==> src/rtl/vt52_pkg.sv <==
// Constants and types shared by the VT52 character display path.
package vt52_pkg;

  localparam int ROWS          = 25;
  localparam int COLS          = 80;
  localparam int PAST_LAST_ROW = ROWS * COLS;

  localparam logic [7:0] CHAR_BS    = 8'h08;
  localparam logic [7:0] CHAR_LF    = 8'h0A;
  localparam logic [7:0] CHAR_CR    = 8'h0D;
  localparam logic [7:0] CHAR_SPACE = 8'h20;
  localparam logic [7:0] CHAR_DEL   = 8'h7F;

  typedef enum logic [1:0] {
    IDLE,
    CLEAR_LINE,
    CLEAR_SCREEN
  } writer_state_t;

endpackage

==> src/rtl/char_buffer_writer_if.sv <==
// Byte-stream valid/ready handshake feeding the character buffer writer.
interface char_buffer_writer_if;

  logic [7:0] char_in;
  logic       char_valid;
  logic       char_ready;

  modport master (output char_in, output char_valid, input char_ready);
  modport slave  (input char_in, input char_valid, output char_ready);

endinterface

==> src/rtl/char_addr_wrap.sv <==
// Combinational adder modulo PAST_LAST_ROW; both operands must already be < PAST_LAST_ROW.
module char_addr_wrap #(
  parameter int ADDR_BITS     = 11,
  parameter int PAST_LAST_ROW = 2000
) (
  input  logic [ADDR_BITS-1:0] a,
  input  logic [ADDR_BITS-1:0] b,
  output logic [ADDR_BITS-1:0] sum
);

  logic [ADDR_BITS:0] raw;
  logic [ADDR_BITS:0] wrapped;

  always_comb begin
    raw = {1'b0, a} + {1'b0, b};
    if (raw >= (ADDR_BITS+1)'(PAST_LAST_ROW)) begin
      wrapped = raw - (ADDR_BITS+1)'(PAST_LAST_ROW);
    end else begin
      wrapped = raw;
    end
    sum = wrapped[ADDR_BITS-1:0];
  end

endmodule

==> src/rtl/char_buffer_writer.sv <==
// Write side of the 80x25 text buffer: cursor tracking, CR/LF/BS handling and pointer scrolling.
// Build option CHAR_BUFFER_WRITER_CLEAR_ON_RESET_EN blanks the whole buffer after reset.
module char_buffer_writer #(
  parameter int ROWS          = vt52_pkg::ROWS,
  parameter int COLS          = vt52_pkg::COLS,
  parameter int ROW_BITS      = 5,
  parameter int COL_BITS      = 7,
  parameter int ADDR_BITS     = 11,
  parameter int PAST_LAST_ROW = ROWS * COLS
) (
  input  logic                 clk,
  input  logic                 clr,
  char_buffer_writer_if.slave  char_bus,
  output logic [ROW_BITS-1:0]  cursor_row,
  output logic [COL_BITS-1:0]  cursor_col,
  output logic [ADDR_BITS-1:0] buffer_waddr,
  output logic [7:0]           buffer_din,
  output logic                 buffer_wen,
  output logic [ADDR_BITS-1:0] buffer_first_char,
  output logic                 buffer_first_char_wen
);

  import vt52_pkg::*;

`ifdef CHAR_BUFFER_WRITER_CLEAR_ON_RESET_EN
  localparam writer_state_t RESET_STATE = CLEAR_SCREEN;
`else
  localparam writer_state_t RESET_STATE = IDLE;
`endif

  writer_state_t        state, next_state;
  logic [ADDR_BITS-1:0] line_base, next_line_base;
  logic [ADDR_BITS-1:0] clear_addr, next_clear_addr;
  logic [ADDR_BITS-1:0] clear_cnt, next_clear_cnt;
  logic [ADDR_BITS-1:0] clear_last;
  logic [ROW_BITS-1:0]  next_row;
  logic [COL_BITS-1:0]  next_col;
  logic [ADDR_BITS-1:0] next_waddr;
  logic [7:0]           next_din;
  logic                 next_wen;
  logic [ADDR_BITS-1:0] next_first_char;
  logic                 next_first_char_wen;

  logic [ADDR_BITS-1:0] cursor_addr, line_base_down, first_char_down, clear_addr_inc;
  logic                 printable;

  char_addr_wrap #(.ADDR_BITS(ADDR_BITS), .PAST_LAST_ROW(PAST_LAST_ROW)) u_cursor_addr (
    .a(line_base), .b(ADDR_BITS'(cursor_col)), .sum(cursor_addr)
  );
  char_addr_wrap #(.ADDR_BITS(ADDR_BITS), .PAST_LAST_ROW(PAST_LAST_ROW)) u_line_down (
    .a(line_base), .b(ADDR_BITS'(COLS)), .sum(line_base_down)
  );
  char_addr_wrap #(.ADDR_BITS(ADDR_BITS), .PAST_LAST_ROW(PAST_LAST_ROW)) u_first_down (
    .a(buffer_first_char), .b(ADDR_BITS'(COLS)), .sum(first_char_down)
  );
  char_addr_wrap #(.ADDR_BITS(ADDR_BITS), .PAST_LAST_ROW(PAST_LAST_ROW)) u_clear_inc (
    .a(clear_addr), .b(ADDR_BITS'(1)), .sum(clear_addr_inc)
  );

  assign char_bus.char_ready = (state == IDLE);
  assign printable  = (char_bus.char_in >= CHAR_SPACE) && (char_bus.char_in < CHAR_DEL);
  assign clear_last = (state == CLEAR_LINE) ? ADDR_BITS'(COLS - 1) : ADDR_BITS'(PAST_LAST_ROW - 1);

  always_ff @(posedge clk or posedge clr) begin
    if (clr) begin
      state                 <= RESET_STATE;
      cursor_row            <= '0;
      cursor_col            <= '0;
      line_base             <= '0;
      clear_addr            <= '0;
      clear_cnt             <= '0;
      buffer_waddr          <= '0;
      buffer_din            <= '0;
      buffer_wen            <= 1'b0;
      buffer_first_char     <= '0;
      buffer_first_char_wen <= 1'b0;
    end else begin
      state                 <= next_state;
      cursor_row            <= next_row;
      cursor_col            <= next_col;
      line_base             <= next_line_base;
      clear_addr            <= next_clear_addr;
      clear_cnt             <= next_clear_cnt;
      buffer_waddr          <= next_waddr;
      buffer_din            <= next_din;
      buffer_wen            <= next_wen;
      buffer_first_char     <= next_first_char;
      buffer_first_char_wen <= next_first_char_wen;
    end
  end

  always_comb begin
    next_state          = state;
    next_row            = cursor_row;
    next_col            = cursor_col;
    next_line_base      = line_base;
    next_clear_addr     = clear_addr;
    next_clear_cnt      = clear_cnt;
    next_waddr          = buffer_waddr;
    next_din            = buffer_din;
    next_wen            = 1'b0;
    next_first_char     = buffer_first_char;
    next_first_char_wen = 1'b0;

    unique case (state)
      IDLE: begin
        if (char_bus.char_valid) begin
          if (printable) begin
            next_wen   = 1'b1;
            next_waddr = cursor_addr;
            next_din   = char_bus.char_in;
            if (cursor_col != COL_BITS'(COLS - 1)) next_col = cursor_col + 1'b1;
          end else if (char_bus.char_in == CHAR_CR) begin
            next_col = '0;
          end else if (char_bus.char_in == CHAR_BS) begin
            if (cursor_col != '0) next_col = cursor_col - 1'b1;
          end else if (char_bus.char_in == CHAR_LF) begin
            if (cursor_row != ROW_BITS'(ROWS - 1)) begin
              next_row       = cursor_row + 1'b1;
              next_line_base = line_base_down;
            end else begin
              // Old top line is recycled as the new bottom row; blank it after the pointer moves.
              next_first_char     = first_char_down;
              next_first_char_wen = 1'b1;
              next_line_base      = buffer_first_char;
              next_clear_addr     = buffer_first_char;
              next_clear_cnt      = '0;
              next_state          = CLEAR_LINE;
            end
          end
        end
      end
      CLEAR_LINE, CLEAR_SCREEN: begin
        next_wen        = 1'b1;
        next_waddr      = clear_addr;
        next_din        = CHAR_SPACE;
        next_clear_addr = clear_addr_inc;
        next_clear_cnt  = clear_cnt + 1'b1;
        if (clear_cnt == clear_last) next_state = IDLE;
      end
      default: next_state = IDLE;
    endcase
  end

endmodule

==> src/flat_wrapper.sv <==
// flat-port wrapper written by rule: the top's interface ports become plain ports
module char_buffer_writer_flat import vt52_pkg::*;
#(
  parameter int ROWS          = vt52_pkg::ROWS,
  parameter int COLS          = vt52_pkg::COLS,
  parameter int ROW_BITS      = 5,
  parameter int COL_BITS      = 7,
  parameter int ADDR_BITS     = 11,
  parameter int PAST_LAST_ROW = ROWS * COLS
)
  (clk, clr, cursor_row, cursor_col, buffer_waddr, buffer_din, buffer_wen, buffer_first_char, buffer_first_char_wen, char_bus_char_in, char_bus_char_valid, char_bus_char_ready);
  char_buffer_writer_if char_bus_i ();
  input  logic clk;
  input  logic clr;
  output logic [ROW_BITS-1:0] cursor_row;
  output logic [COL_BITS-1:0] cursor_col;
  output logic [ADDR_BITS-1:0] buffer_waddr;
  output logic [7:0] buffer_din;
  output logic buffer_wen;
  output logic [ADDR_BITS-1:0] buffer_first_char;
  output logic buffer_first_char_wen;
  input wire logic [$bits(char_bus_i.char_in)-1:0] char_bus_char_in;
  input wire logic [$bits(char_bus_i.char_valid)-1:0] char_bus_char_valid;
  output wire logic [$bits(char_bus_i.char_ready)-1:0] char_bus_char_ready;
  assign char_bus_i.char_in = char_bus_char_in;
  assign char_bus_i.char_valid = char_bus_char_valid;
  assign char_bus_char_ready = char_bus_i.char_ready;
  char_buffer_writer #(.ROWS(ROWS), .COLS(COLS), .ROW_BITS(ROW_BITS), .COL_BITS(COL_BITS), .ADDR_BITS(ADDR_BITS), .PAST_LAST_ROW(PAST_LAST_ROW)) u_core (.clk(clk), .clr(clr), .char_bus(char_bus_i), .cursor_row(cursor_row), .cursor_col(cursor_col), .buffer_waddr(buffer_waddr), .buffer_din(buffer_din), .buffer_wen(buffer_wen), .buffer_first_char(buffer_first_char), .buffer_first_char_wen(buffer_first_char_wen));
endmodule
==> config.mk <==
export PLATFORM = sky130hd
export DESIGN_NAME = char_buffer_writer_flat
export DESIGN_NICKNAME = d
export VERILOG_FILES = /design/src/rtl/vt52_pkg.sv /design/src/rtl/char_buffer_writer_if.sv /design/src/rtl/char_addr_wrap.sv /design/src/rtl/char_buffer_writer.sv /design/src/flat_wrapper.sv
export SDC_FILE = /design/constraint.sdc
export NUM_CORES = 1
export LEC_CHECK = 0
export ABC_AREA = 1
export BUFFER_PORTS_ARGS = -buffer_cell sky130_fd_sc_hd__buf_4
export CAP_MARGIN = 20
export CORE_MARGIN = 3
export CORE_UTILIZATION = 45
export DETAILED_ROUTE_END_ITERATION = 8
export GPL_TIMING_DRIVEN = 0
export PLACE_DENSITY_LB_ADDON = 0.15
export SLEW_MARGIN = 20
export SYNTH_ARGS = -nofsm -noshare
export SYNTH_HDL_FRONTEND = slang
export SYNTH_SLANG_ARGS = --single-unit
==> constraint.sdc <==
create_clock -name clk -period 4.95 [get_ports clk]
set_input_delay 0.2475 -clock clk [delete_from_list [all_inputs] [get_ports clk]]
set_output_delay 0.2475 -clock clk [all_outputs]
set_load 0.02 [all_outputs]
==> impl_results.md <==
- H-tree depth: 3
- Initial cell density of the core: between 40% and 50%
- DRC errors left: 0
- Final critical-path setup slack: approximately 2.5 ns
- Met2 Usage GRT: 35.96%
- Chip width: 112.4 um
- Req. time, crit path: 5.18 ns
- Critical path origin: u_core.clear_addr[0]$_DFFE_PP0P_
- Max FO, Critical Path: 9
- Full die area: approximately 0.013 mm^2
- Mapped cell area: 0.005094 mm^2
- GRT met3 Usage: 2.857%
- Hold Crit Start: char_bus_char_in[3]
- GRT overflow: 0
- CTS tree: done
- Placed Area: 0.005697 mm^2
- Endpoints failing setup: 0
- Crit Path Category: reg -> reg
- Overall Global Routing Usage: 21.16%
- Power Total: 1.261 mW
- Layout cells sized above 1: around 17%
- Port bufs: 51
- Status: finished clean
- Crit path time final: 2.414 ns
- CTS Sinks: 70
- Warnings, synthesis: 0
- Max-slew violations: 0
- FFs w/ async S/R, synth: 100.0%
- GPL Wtd Cong: 0.8917
- Worst slack, placed: 2.578 ns
- Die Ht: 112.4 um
- Critical R2R Launch: u_core.clear_addr[0]$_DFFE_PP0P_
- Finished Cell Area: 0.005983 mm^2
- Max-Cap Viols: 0
- Syn Area/Cell: 7.114 um^2
- Cell count after synthesis: 716
- #FFs+latches synth: 70
- Max Root-Sink Buffers: 2
- Worst hold path class: in -> reg
- Via Count: about 4800
- Slew margin rel.: between 50% and 60%
- DP HPWL: 9783 um
- Fillers: 1055
- Max Freq: ~410 MHz
- Post-CTS Resized: 0
- Diode count: 0
- PD cells: 210.8 mW/mm^2
- Avg WL per Cell: between 10 and 15 um
- I/O pin count: 56
- Vias in the first global route: 4678
- Num CTS Buffers: 9
- Critical Path Sink Type: flop
- Root buf cell: clkbuf_16
- Worst-Skew Late Latency: 0.34 ns
- Routed Antenna Nets: 0
- First-pass GRT wire length: 21920 um
- WL final: 12860 um
- Period utilization: 48.78%
- Worst slew pin tran: between 0.6 and 0.7 ns
- Initial DRC Count: 314
- Reg clk slew, reported paths: 0.06 ns
- Antenna violations before repair: 0
- Type of origin of the critical path: flop
- Final Util: 54.71%
- Layer with the highest usage: met2
- CP arrival: 2.64 ns
- Final Net Count: 816
- Length of the first detailed-routing pass in iterations: 5
- Hold Vio Cnt, Final: 0
- Leak Pwr: between 3 and 4 nW
- Core area: 0.01094 mm^2
- RSZ-0062 raised after global routing: no
- Yosys cell types: 47
- Rows: 38
- Clock Skew: 0.004374 ns
- Worst VDD drop: 111.2 uV
- Met1 Resource Use GR: 27.60%
- EDFF count, synth: 0
- Seq/Total Area, Yosys: 34.39%
- Syn-to-layout area delta: 17.47%
- Main synth FF type: dfrtp_1
- Fin Setup TNS: 0 ns
- Vias per cell: a little over 5
- Pin count of the biggest net entering global routing: 54
[cell type report]
type	instances	area (um^2)	area share (%)
Multi-Input combinational cell	525	2856	47.74
Sequential cell	70	1752	29.28
Inverter	113	426.7	7.131
Timing Repair Buffer	53	420.4	7.026
Clock buffer	11	242.7	4.057
Tap cell	140	175.2	2.928
Buffer	12	76.32	1.276
Clock inverter	5	33.78	0.5646
[kinds of logic after synthesis]
group,share of synthesized area [%]
AOI/OAI and AO/OA,8.868
muxes,0.1965
DFF,34.39
and+or+nand+nor,36.18
xor gates and xnor gates,5.306
other,0.07362
buffers and inverters,9.826
adders and majority gates,5.158
[registers in the layout, indices dropped and copies added (netlist names), 5 cells and up]
register,count
u_core.cursor_col,7
u_core.cursor_row,5
u_core.line_base,7
u_core.buffer_din,8
u_core.clear_addr,11
u_core.clear_cnt,11
u_core.buffer_first_char,7
u_core.buffer_waddr,11
[critical path: stages (launching register included)]
cell	delay, ns
dfrtp_1	0.53
ha_1	0.26
nand3_2	0.11
nor2_4	0.15
inv_1	0.05
nand2_1	0.16
inv_1	0.09
ha_1	0.19
nand2_1	0.06
nor2_1	0.05
nand2_1	0.08
nand2_1	0.05
nand2_1	0.06
inv_1	0.04
nand2_2	0.10
nand2_2	0.09
nand2_1	0.08
nand2_1	0.05
nand2_1	0.06
nand2_1	0.05
[routing by layer]
layer  wire (um)  share of wire [%]
met1        5946                 46
met4         260                2.0
met5           0                  0
met2        6041                 47
met3         609                4.7
[what timing repair did]
action / CTS / global route
hold buffers: 1 / 0
endpoints found under the hold margin: 17 / 0
endpoints found under the setup margin: 0 / 0
buffers inserted: 0 / 0
[power by group]
part / internal, mW / switching, mW / total, mW
Combinational: 0.0268 / 0.0478 / 0.0746
Sequential: 0.574 / 0.00222 / 0.576
Clock: 0.353 / 0.258 / 0.611
[Yosys cell counts, types with 5 or more instances]
master | n | area share (%)
o211ai_1 | 5 | 0.74
nor2_2 | 10 | 1.2
nand3_1 | 56 | 5.5
o22ai_1 | 8 | 0.98
nor2_4 | 6 | 1.3
o21ai_0 | 24 | 2.4
ha_1 | 21 | 5.2
nand2_2 | 14 | 1.7
dfrtp_1 | 70 | 34
nand4_1 | 15 | 1.8
o21ai_1 | 6 | 0.59
xor2_1 | 22 | 3.8
nand3b_1 | 5 | 0.74
buf_4 | 8 | 1.2
nor3_1 | 10 | 0.98
inv_2 | 13 | 0.96
inv_1 | 97 | 7.1
a21oi_1 | 16 | 1.6
nor4_1 | 5 | 0.61
xnor2_1 | 7 | 1.2
nand2_1 | 211 | 16
nor2_1 | 48 | 3.5
[path summary, 6_finish.rpt]
path,to,slack (ns),cells after the start
max,u_core.clear_addr[7]$_DFFE_PP0P_,2.54,19
min,u_core.buffer_din[3]$_DFFE_PP0P_,0.16,2
max reg2reg,u_core.clear_addr[7]$_DFFE_PP0P_,2.54,19
min reg2reg,u_core.buffer_din[0]$_DFFE_PP0P_,0.49,2
max in group asynchronous,u_core.buffer_waddr[0]$_DFFE_PP0P_,3.99,4
min in group asynchronous,u_core.cursor_row[3]$_DFFE_PP0P_,0.42,3
[stage by stage]
stage / hold slack (ns) / std cells
2_1_floorplan: 0.3802 / 720
3_3_place_gp: 0.4702 / 911
3_5_place_dp: 0.2167 / 912
4_1_cts: 0.1469 / 929
5_1_grt: 0.1606 / 929
6_report: 0.1574 / 929
[cell usage in the layout (no fill, tap or decap), types with 5 or more instances in the layout]
master     count
a21oi_1       16
buf_4         59
clkbuf_16      9
conb_1         5
dfrtp_1       70
ha_1          21
inv_1         96
inv_2         13
nand2_1      211
nand2_2       14
nand3_1       56
nand3b_1       5
nand4_1       15
nor2_1        48
nor2_2        10
nor2_4         6
nor3_1        10
nor4_1         5
o211ai_1       5
o21ai_0       24
o21ai_1        6
o22ai_1        8
xnor2_1        7
xor2_1        22
Note: power is estimated with default switching activity, not from simulation.
